<file path="config.mk">
export PLATFORM = sky130hd
export DESIGN_NAME = prism_comm_fifo_flat
export DESIGN_NICKNAME = d
export VERILOG_FILES = /design/src/rtl/prism_comm_fifo_if.sv /design/src/rtl/prism_comm_fifo.sv /design/src/flat_wrapper.sv
export SDC_FILE = /design/constraint.sdc
export NUM_CORES = 1
export LEC_CHECK = 0
export CAP_MARGIN = 20
export CORE_AREA = 4 4 102 104
export CTS_BUF_LIST = sky130_fd_sc_hd__clkbuf_8
export DETAILED_ROUTE_END_ITERATION = 12
export DIE_AREA = 0 0 106 108
export HOLD_SLACK_MARGIN = 0.12
export PLACE_DENSITY_LB_ADDON = 0.25
export SYNTH_ARGS = -nofsm -noshare
export SYNTH_HDL_FRONTEND = slang
export SYNTH_SLANG_ARGS = --single-unit
</file>
<file path="constraint.sdc">
create_clock -name clk -period 2.75 [get_ports clk]
set_input_delay 0.55 -clock clk [delete_from_list [all_inputs] [get_ports clk]]
set_output_delay 0.55 -clock clk [all_outputs]
set_load 0.005 [all_outputs]
</file>
<file path="src/rtl/prism_comm_fifo_if.sv">
// CPU-side register bus bundle for the PRISM comm FIFO pair.
// The master drives address and strobes; the slave returns read data.
interface prism_comm_fifo_if;
  logic        addr;
  logic        wr;
  logic        rd;
  logic [31:0] wdata;
  logic [31:0] rdata;

  modport master (
    output addr,
    output wr,
    output rd,
    output wdata,
    input  rdata
  );

  modport slave (
    input  addr,
    input  wr,
    input  rd,
    input  wdata,
    output rdata
  );
endinterface

</file>
<file path="src/rtl/prism_comm_fifo.sv">
// TX/RX byte FIFO pair between the TinyQV bus and the PRISM shift engine.
// Optional level interrupt is built when PRISM_FIFO_IRQ_EN is defined.
module prism_comm_fifo #(
  parameter int DEPTH = 4,
  parameter int WIDTH = 8
) (
  input  logic             clk,
  input  logic             rst,
  prism_comm_fifo_if.slave bus,
  output logic [WIDTH-1:0] tx_data,
  output logic             tx_valid,
  input  logic             tx_pop,
  input  logic [WIDTH-1:0] rx_data,
  input  logic             rx_push,
  output logic             irq
);

  localparam int AW = $clog2(DEPTH);
  localparam int CW = AW + 1;
  localparam logic [CW-1:0] FULL = CW'(DEPTH);

  logic data_wr;
  logic data_rd;
  logic ctrl_wr;
  logic tx_flush;
  logic rx_flush;

  assign data_wr  = bus.wr & ~bus.addr;
  assign data_rd  = bus.rd & ~bus.addr;
  assign ctrl_wr  = bus.wr & bus.addr;
  assign tx_flush = ctrl_wr & bus.wdata[0];
  assign rx_flush = ctrl_wr & bus.wdata[1];

  logic [WIDTH-1:0] tx_mem [DEPTH];
  logic [AW-1:0]    tx_wp;
  logic [AW-1:0]    tx_rp;
  logic [CW-1:0]    tx_cnt;
  logic             tx_empty;
  logic             tx_full;
  logic             tx_do_pop;
  logic             tx_do_push;
  logic             tx_ovf_set;

  assign tx_empty   = (tx_cnt == '0);
  assign tx_full    = (tx_cnt == FULL);
  assign tx_do_pop  = tx_pop & ~tx_empty;
  // A push into a full FIFO survives only when a pop frees the slot.
  assign tx_do_push = data_wr & (~tx_full | tx_do_pop);
  assign tx_ovf_set = data_wr & tx_full & ~tx_do_pop;

  always_ff @(posedge clk or posedge rst) begin
    if (rst) begin
      tx_wp  <= '0;
      tx_rp  <= '0;
      tx_cnt <= '0;
    end else if (tx_flush) begin
      tx_wp  <= '0;
      tx_rp  <= '0;
      tx_cnt <= '0;
    end else begin
      if (tx_do_push)
        tx_wp <= tx_wp + AW'(1);
      if (tx_do_pop)
        tx_rp <= tx_rp + AW'(1);
      tx_cnt <= tx_cnt + CW'(tx_do_push)
                       - CW'(tx_do_pop);
    end
  end

  always_ff @(posedge clk) begin
    if (tx_do_push & ~tx_flush)
      tx_mem[tx_wp] <= bus.wdata[WIDTH-1:0];
  end

  assign tx_valid = ~tx_empty;
  assign tx_data  = tx_empty ? '0 : tx_mem[tx_rp];

  logic [WIDTH-1:0] rx_mem [DEPTH];
  logic [AW-1:0]    rx_wp;
  logic [AW-1:0]    rx_rp;
  logic [CW-1:0]    rx_cnt;
  logic             rx_empty;
  logic             rx_full;
  logic             rx_do_pop;
  logic             rx_do_push;
  logic             rx_ovf_set;
  logic             rx_unf_set;
  logic [WIDTH-1:0] rx_head;

  assign rx_empty   = (rx_cnt == '0);
  assign rx_full    = (rx_cnt == FULL);
  assign rx_do_pop  = data_rd & ~rx_empty;
  assign rx_do_push = rx_push & (~rx_full | rx_do_pop);
  // A flush discards the incoming byte, so it is not an overflow.
  assign rx_ovf_set = rx_push & rx_full & ~rx_do_pop & ~rx_flush;
  assign rx_unf_set = data_rd & rx_empty;

  always_ff @(posedge clk or posedge rst) begin
    if (rst) begin
      rx_wp  <= '0;
      rx_rp  <= '0;
      rx_cnt <= '0;
    end else if (rx_flush) begin
      rx_wp  <= '0;
      rx_rp  <= '0;
      rx_cnt <= '0;
    end else begin
      if (rx_do_push)
        rx_wp <= rx_wp + AW'(1);
      if (rx_do_pop)
        rx_rp <= rx_rp + AW'(1);
      rx_cnt <= rx_cnt + CW'(rx_do_push)
                       - CW'(rx_do_pop);
    end
  end

  always_ff @(posedge clk) begin
    if (rx_do_push & ~rx_flush)
      rx_mem[rx_wp] <= rx_data;
  end

  assign rx_head = rx_empty ? '0 : rx_mem[rx_rp];

  logic tx_ovf;
  logic rx_ovf;
  logic rx_unf;
  logic clr_tx_ovf;
  logic clr_rx_ovf;
  logic clr_rx_unf;

  assign clr_tx_ovf = ctrl_wr & bus.wdata[24];
  assign clr_rx_ovf = ctrl_wr & bus.wdata[25];
  assign clr_rx_unf = ctrl_wr & bus.wdata[26];

  always_ff @(posedge clk or posedge rst) begin
    if (rst) begin
      tx_ovf <= 1'b0;
      rx_ovf <= 1'b0;
      rx_unf <= 1'b0;
    end else begin
      tx_ovf <= tx_ovf_set | (tx_ovf & ~clr_tx_ovf);
      rx_ovf <= rx_ovf_set | (rx_ovf & ~clr_rx_ovf);
      rx_unf <= rx_unf_set | (rx_unf & ~clr_rx_unf);
    end
  end

  logic irq_rx_en;
  logic irq_tx_en;

`ifdef PRISM_FIFO_IRQ_EN
  logic irq_q;

  always_ff @(posedge clk or posedge rst) begin
    if (rst) begin
      irq_rx_en <= 1'b0;
      irq_tx_en <= 1'b0;
      irq_q     <= 1'b0;
    end else begin
      if (ctrl_wr) begin
        irq_rx_en <= bus.wdata[28];
        irq_tx_en <= bus.wdata[29];
      end
      irq_q <= (irq_rx_en & ~rx_empty)
             | (irq_tx_en & tx_empty);
    end
  end

  assign irq = irq_q;
`else
  assign irq_rx_en = 1'b0;
  assign irq_tx_en = 1'b0;
  assign irq       = 1'b0;
`endif

  logic [31:0] status;

  assign status = {
    2'b00,
    irq_tx_en,
    irq_rx_en,
    1'b0,
    rx_unf,
    rx_ovf,
    tx_ovf,
    6'b0,
    rx_empty,
    tx_full,
    8'(rx_cnt),
    8'(tx_cnt)
  };

  assign bus.rdata = bus.addr ? status
                              : 32'(rx_head);

  logic unused;
  assign unused = ^bus.wdata;

endmodule
</file>
<file path="src/flat_wrapper.sv">
// flat-port wrapper written by rule: the top's interface ports become plain ports
module prism_comm_fifo_flat 
#(
  parameter int DEPTH = 4,
  parameter int WIDTH = 8
)
  (clk, rst, tx_data, tx_valid, tx_pop, rx_data, rx_push, irq, bus_addr, bus_wr, bus_rd, bus_wdata, bus_rdata);
  prism_comm_fifo_if bus_i ();
  input  logic clk;
  input  logic rst;
  output logic [WIDTH-1:0] tx_data;
  output logic tx_valid;
  input  logic tx_pop;
  input  logic [WIDTH-1:0] rx_data;
  input  logic rx_push;
  output logic irq;
  input wire logic [$bits(bus_i.addr)-1:0] bus_addr;
  input wire logic [$bits(bus_i.wr)-1:0] bus_wr;
  input wire logic [$bits(bus_i.rd)-1:0] bus_rd;
  input wire logic [$bits(bus_i.wdata)-1:0] bus_wdata;
  output wire logic [$bits(bus_i.rdata)-1:0] bus_rdata;
  assign bus_i.addr = bus_addr;
  assign bus_i.wr = bus_wr;
  assign bus_i.rd = bus_rd;
  assign bus_i.wdata = bus_wdata;
  assign bus_rdata = bus_i.rdata;
  prism_comm_fifo #(.DEPTH(DEPTH), .WIDTH(WIDTH)) u_core (.clk(clk), .rst(rst), .bus(bus_i), .tx_data(tx_data), .tx_valid(tx_valid), .tx_pop(tx_pop), .rx_data(rx_data), .rx_push(rx_push), .irq(irq));
endmodule
</file>
==> results of run 1 <==
[registers in the layout, indices dropped and copies added, names as in the netlist]
register and flops:
u_core.rx_wp 2, u_core.tx_wp 2, u_core.rx_cnt 3, u_core.rx_ovf 1, u_core.rx_rp 2, u_core.tx_mem 32, u_core.tx_rp 2, u_core.rx_unf 1
u_core.tx_cnt 3, u_core.rx_mem 32, u_core.tx_ovf 1
[logic make-up after synthesis]
kind of cell | count (synthesis)
AND/OR/NAND/NOR | 68
multiplexers | 22
buffers and inverters | 37
flip-flops | 81
AO/OA/AOI/OAI | 14
adder cells (fa/ha/maj) | 13
XOR/XNOR | 5
other | 1
[metrics by stage]
stage	utilization (%)	area, sq um	power, mW
after global placement	46.7	4460	3.35
after CTS	48.7	4650	4.20
final	48.9	4670	4.16
after detailed placement	46.7	4460	3.38
after global routing	48.9	4670	4.44
after floorplan	-	3790	2.70
[timing repair]
action	in CTS	in global routing
buffers inserted	0	2
endpoints found under the setup margin	7	4
gates resized for setup	1	1
pin swaps	0	0
[layout make-up]
cell class                 instances  share of cell area [%]
sequential                        81                    50.3
tap                              133                    3.56
clock inverter                     7                    1.34
multi-input combinational        139                    26.3
inverter                          12                   0.965
timing repair buffer              69                    14.9
clock buffer                       9                    2.65
[cells in the mapped netlist, drive strengths merged, types with 2 or more instances]
cell	n
edfxtp	64
and2	24
buf	21
dfrtp	17
mux4	16
inv	12
ha	11
nand2	11
nor2	10
and2b	6
mux2i	5
a21oi	4
clkbuf	4
nand3	4
a22o	3
nor3	3
xor2	3
and3	2
fa	2
nor2b	2
nor3b	2
o21ai	2
o31ai	2
xnor2	2
[per-layer routing]
metal | routed length, um | part of all wire, %
met1 | 2940 | 44
met2 | 3290 | 50
met3 | 343 | 5.2
met4 | 70 | 1.1
met5 | 0 | 0
[worst max path at each step]
stage,start,endpoint,cells after the start
floorplan,bus_wr,u_core.tx_cnt[2],8
global placement,bus_addr,bus_rdata[1],5
detailed placement,bus_addr,u_core.tx_cnt[2],9
CTS,bus_addr,bus_rdata[1],5
global route,u_core.rx_rp[0],bus_rdata[4],4
finish,u_core.tx_rp[0],tx_data[1],4
[report_power, final]
part | switching (mW) | internal, mW | total [mW]
registers | 0.227 | 1.58 | 1.80
clock network | 0.405 | 0.410 | 0.815
logic | 0.584 | 0.954 | 1.54
[tightest hold or removal path, cell delays in order (launching register included)]
cell and delay, ps:
dfrtp_1 350, nand2_1 50, o31ai_1 60
==> reports/qor.csv, run 1 <==
stage;metric;value;unit
run_status;outcome;finished, final reports clean;
global_routing;Tot GR Track Use;12.2;%
cells_and_area;Reg area;0.00235;sq mm
clock_tree;clk_lat worst skew;340;ps
clock_tree;H-Tree Depth;3;
global_routing;initial antenna violation count;0;
clock_tree;Max Buffers Root-to-Sink;2;
cells_and_area;most frequent cells in the layout;64 x edfxtp_1, 49 x clkdlybuf4s50_1, 20 x and2_1;
worst_setup_path;CP max-delay cell;mux4_2;
clock_tree;hold buffer count at cts;0;
global_routing;largest net degree at the start of global routing;18;
worst_setup_path;CP Capture Type;primary output;
timing;Max Slew Vio Count;0;
synthesis;Mean Syn Cell Area;15.5;sq um
run;Max-cap violations;0;
cells_and_area;area of the multi-input gates;0.00123;sq mm
synthesis;register bit total from synthesis;81;
timing;Fin Hold WS;494;ps
timing;setup ws final;116;ps
placement;placed cell count;432;
cells_and_area;commonest non-fill, non-tap cell in the layout;edfxtp_1;
worst_setup_path;Startpoint Class;flip-flop;
placement;routability cong.;0.770;
synthesis;Seq/Total Area, Yosys;62.9;%
floorplan;Top Ports;89;
cells_and_area;fill count;870;
clock_tree;clock-pin transition on the worst setup and hold timing paths;90;ps
timing;Hold Fails Final Rpt;0;
timing;RSZ-0062 raised after global routing;no;
floorplan;Die H;108;um
timing;clk_skew;11.7;ps
synthesis;Distinct cells, synth;39;
synthesis;largest family of logic cells by synthesized area;multiplexers;
worst_setup_path;reg2reg setup slack;620;ps
synthesis;EDFF count, synth;64;
clock_tree;CTS sink count;81;
global_routing;grt ovf;0;
synthesis;post-synthesis adder-cell area fraction;4.76;%
hold_path;end of the worst hold path;u_core.rx_ovf;
cells_and_area;Layout Cells excl Fill;450;
hold_path;Hold Path Stages;2;
worst_setup_path;largest stage delay on the critical path;530;ps
synthesis;complex-gate fraction of the synthesized area;2.58;%
synthesis;leading area contributor after synthesis;edfxtp_1;
clock_tree;CTS Root Cell;clkbuf_8;
synthesis;Yosys top cell area share;51.5;%
drt;ANT nets after route;0;
floorplan;Cell Rows;36;
floorplan;area of the core;0.00955;sq mm
worst_setup_path;Worst Path Class, Setup;flip-flop to primary output;
global_routing;Top Usage Layer GRT;met2;
worst_setup_path;CP bufs+invs;2;
worst_setup_path;worst reg2reg path endpoint;u_core.rx_cnt[2];
drt;DR iter-0 viols;80;
pwr;peak supply drop;0.000382;V
worst_setup_path;WP data required;2200;ps
timing;fmax;380;MHz
drt;WL/cell;14.8;um
placement;Port Buffer Count;50;
cells_and_area;Area Growth Syn to Fin;25.0;%
pwr;Power Density;890;mW/mm^2
global_routing;GR met1 Demand/Resource;15.2;%
timing;final setup fails;0;
global_routing;met3 Use GR;2.87;%
drt;vias per cell;4.60;
synthesis;Synth area leaders;edfxtp_1 51%, dfrtp_1 11%, mux4_2 9.7%;
timing;period utilisation layout;95.8;%
synthesis;Synth async-reset ratio;21.0;%
worst_setup_path;delay-heaviest family, CP;buffers and inverters;
floorplan;Starting Density;39.1;%
synthesis;number of synthesis warnings;0;
placement;pre-CTS setup slack;51.6;ps
pwr;Pleak;1.76;nW
cells_and_area;# diodes;0;
worst_setup_path;r2r worst-path depth;9;
synthesis;simple-gate area share of the yosys netlist;11.2;%
timing;relative slew slack;51.8;%
worst_setup_path;critical-path cell list;buf_4 > mux4_2 > and2b_1 > clkdlybuf4s50_1;
drt;via count;2072;
hold_path;hold path start;u_core.rx_ovf;
synthesis;most common flop cell mapped by yosys;edfxtp_1;
synthesis;Mapped Cells;241;
clock_tree;clock tree from TritonCTS;yes;
cells_and_area;fin nets;372;
worst_setup_path;Worst Path Arrival;2080;ps
synthesis;mux contribution to synthesized area;11.4;%
drt;Pre-antenna DRT Iters;4;
worst_setup_path;Max FO, Critical Path;8;
synthesis;xor and xnor area share after synthesis;1.17;%
clock_tree;Num CTS Buffers;9;
cells_and_area;proportion of layout cells with a drive suffix above 1;18.6;%
drt;Routed WL;6.64;mm
timing;fin crit period;2630;ps
drt;Residual DRC;0;
global_routing;first-pass GRT wire length;10.6;mm
hold_path;worst hold path type;flip-flop to flip-flop;
global_routing;met2 track utilization from global routing;20.9;%
timing;setup TNS after final layout;0;ps
placement;DP HPWL;4.74;mm
global_routing;vias in the first global route;2126;
floorplan;Die Footprint;0.0114;sq mm
synthesis;synthesized area;0.00373;sq mm
worst_setup_path;worst reg2reg path startpoint;u_core.rx_cnt[1];
floorplan;Die W;106;um
timing;Least-Margin Pin Slew;722;ps
Note: power is estimated with default switching activity, not from simulation.
==> inputs of run 2 (changes only) <==
--- a/config.mk
+++ b/config.mk
@@ -7,11 +7,12 @@
 export LEC_CHECK = 0
 export CAP_MARGIN = 20
 export CORE_AREA = 4 4 102 104
-export CTS_BUF_LIST = sky130_fd_sc_hd__clkbuf_8
+export CTS_BUF_LIST = sky130_fd_sc_hd__clkbuf_4 sky130_fd_sc_hd__clkbuf_8 sky130_fd_sc_hd__clkbuf_16
 export DETAILED_ROUTE_END_ITERATION = 12
 export DIE_AREA = 0 0 106 108
 export HOLD_SLACK_MARGIN = 0.12
 export PLACE_DENSITY_LB_ADDON = 0.25
+export SLEW_MARGIN = 30
 export SYNTH_ARGS = -nofsm -noshare
 export SYNTH_HDL_FRONTEND = slang
 export SYNTH_SLANG_ARGS = --single-unit
==> constraint.sdc (replaced) <==
create_clock -name clk -period 2.75 [get_ports clk]
set_input_delay 0.55 -clock clk [delete_from_list [all_inputs] [get_ports clk]]
set_output_delay 0.55 -clock clk [all_outputs]
set_load 0.01 [all_outputs]
==> run 2 against run 1 <==
Routed wire length rose by 0.18%. Worst hold slack got worse by 1.0 ps. Non-clock buffer count rose by 1. Final area rose by 1.4%. Critical path type unchanged. Highest routed layer unchanged.
==> reports/qor.csv, run 2 (synthesis results as in run 1) <==
stage;metric;value;unit;change
run_status;outcome;finished, final reports clean;;
timing;Least-Margin Pin Slew;706;ps;-15.2 ps
cells_and_area;fill count;863;;-0.80%
clock_tree;clock tree from TritonCTS;yes;;
drt;vias per cell;4.62;;+0.26%
floorplan;Die W;106;um;unchanged
global_routing;grt ovf;0;;unchanged
worst_setup_path;Worst Path Arrival;2100;ps;+20 ps
global_routing;first-pass GRT wire length;10.8;mm;+2.1%
timing;final setup fails;0;;unchanged
timing;Max Slew Vio Count;0;;unchanged
pwr;peak supply drop;0.000452;V;+19%
pwr;Power Density;922;mW/mm^2;+3.5%
drt;Pre-antenna DRT Iters;4;;unchanged
timing;relative slew slack;52.8;%;+1.0 points
hold_path;worst hold path type;flip-flop to flip-flop;;
timing;period utilisation layout;96.2;%;+0.42 points
clock_tree;Max Buffers Root-to-Sink;2;;unchanged
cells_and_area;most frequent cells in the layout;64 x edfxtp_1, 46 x clkdlybuf4s50_1, 20 x and2_1;;
hold_path;hold path start;u_core.rx_ovf;;
worst_setup_path;WP data required;2200;ps;about the same
pwr;Tot Pwr;4.36;mW;+5.0%
timing;RSZ-0062 raised after global routing;no;;
clock_tree;H-Tree Depth;3;;unchanged
clock_tree;CTS sink count;81;;unchanged
cells_and_area;fin nets;373;;+0.27%
timing;setup TNS after final layout;0;ps;unchanged
cells_and_area;commonest non-fill, non-tap cell in the layout;edfxtp_1;;
clock_tree;clk_lat worst skew;340;ps;about the same
floorplan;Die Footprint;0.0114;sq mm;unchanged
floorplan;Top Ports;89;;unchanged
worst_setup_path;worst reg2reg path startpoint;u_core.rx_cnt[1];;
floorplan;Starting Density;39.1;%;unchanged
cells_and_area;area of the multi-input gates;0.00123;sq mm;unchanged
clock_tree;hold buffer count at cts;0;;unchanged
placement;Port Buffer Count;50;;unchanged
cells_and_area;Area Growth Syn to Fin;26.8;%;
drt;via count;2082;;+0.48%
cells_and_area;Reg area;0.00235;sq mm;unchanged
floorplan;Die H;108;um;unchanged
global_routing;Tot GR Track Use;12.5;%;+0.35 points
timing;fmax;378;MHz;-0.43%
placement;DP HPWL;4.79;mm;+1.1%
timing;setup ws final;104;ps;-11.4 ps
drt;ANT nets after route;0;;unchanged
global_routing;initial antenna violation count;0;;unchanged
placement;routability cong.;0.768;;-0.30%
floorplan;area of the core;0.00955;sq mm;unchanged
pwr;Pleak;1.82;nW;+3.7%
placement;pre-CTS setup slack;97.2;ps;+45.6 ps
worst_setup_path;crit path from;u_core.rx_rp[0];;
timing;Hold Fails Final Rpt;0;;unchanged
global_routing;vias in the first global route;2177;;+2.4%
cells_and_area;Largest regs;u_core.rx_mem: 32 flops, u_core.tx_mem: 32 flops;;
worst_setup_path;CP Capture Type;primary output;;
timing;fin crit period;2650;ps;+11.4 ps
floorplan;Cell Rows;36;;unchanged
clock_tree;Num CTS Buffers;9;;unchanged
cells_and_area;Layout Cells excl Fill;451;;+0.22%
drt;Routed WL;6.66;mm;+0.18%
timing;clk_skew;7.59;ps;-4.06 ps
worst_setup_path;Max FO, Critical Path;7;;-1
drt;Residual DRC;0;;unchanged
cells_and_area;proportion of layout cells with a drive suffix above 1;19.8;%;+1.2 points
worst_setup_path;Startpoint Class;flip-flop;;
run;Max-cap violations;0;;unchanged
drt;WL/cell;14.8;um;about the same
clock_tree;clock-pin transition on the worst setup and hold timing paths;80;ps;about the same
worst_setup_path;Worst Path Class, Setup;flip-flop to primary output;;
global_routing;largest net degree at the start of global routing;18;;unchanged
placement;placed cell count;433;;+0.23%
clock_tree;CTS Root Cell;clkbuf_8;;
cells_and_area;# diodes;0;;unchanged
drt;DR iter-0 viols;101;;+26%
run 2: final timing paths:
check,endpoint,slack [ps],depth (start not counted)
min,u_core.rx_ovf,490,2
max in group asynchronous,u_core.rx_rp[0],1650,2
min reg2reg,u_core.rx_ovf,490,2
max reg2reg,u_core.rx_cnt[2],650,9
min in group asynchronous,u_core.rx_cnt[1],610,2
max,bus_rdata[5],100,4
run 2: worst max-delay path, stage by stage, from the launching register on:
cell and delay, ps:
dfrtp_2 480, buf_4 160, mux4_2 480, and2_1 170, clkdlybuf4s50_1 470
run 2: area by class of cell:
class	instances	share of cell area, %
inverter	12	0.952
multi-input combinational	139	25.9
clock buffer	10	2.78
sequential	81	49.6
timing repair buffer	70	15.3
tap	133	3.52
clock inverter	6	1.96
run 2: per-stage QoR:
stage | instance area, sq um | hold WS (ps) | utilization, %
after floorplan | 3790 | 440 | -
after global placement | 4480 | 479 | 46.9
after detailed placement | 4480 | 476 | 46.9
after CTS | 4710 | 498 | 49.3
after global routing | 4730 | 544 | 49.6
final | 4730 | 493 | 49.6
run 2: what timing repair did:
| item | in CTS | in global routing |
|---|---|---|
| resized for setup | 1 | 4 |
| setup endpoints to repair | 7 | 5 |
| setup buffers | 0 | 2 |
run 2: layer usage:
layer | global-route usage (%) | share of wire, %
met1 | 15.4 | 43
met5 | 0 | 0
met2 | 21.8 | 51
met3 | 3.94 | 5.1
met4 | 3.05 | 0.95
run 2: power by group:
| part | internal [mW] | leakage, nW | switching (mW) |
|---|---|---|---|
| Sequential | 1.58 | 0.790 | 0.234 |
| Combinational | 0.967 | 0.925 | 0.640 |
| Clock | 0.524 | 0.106 | 0.420 |
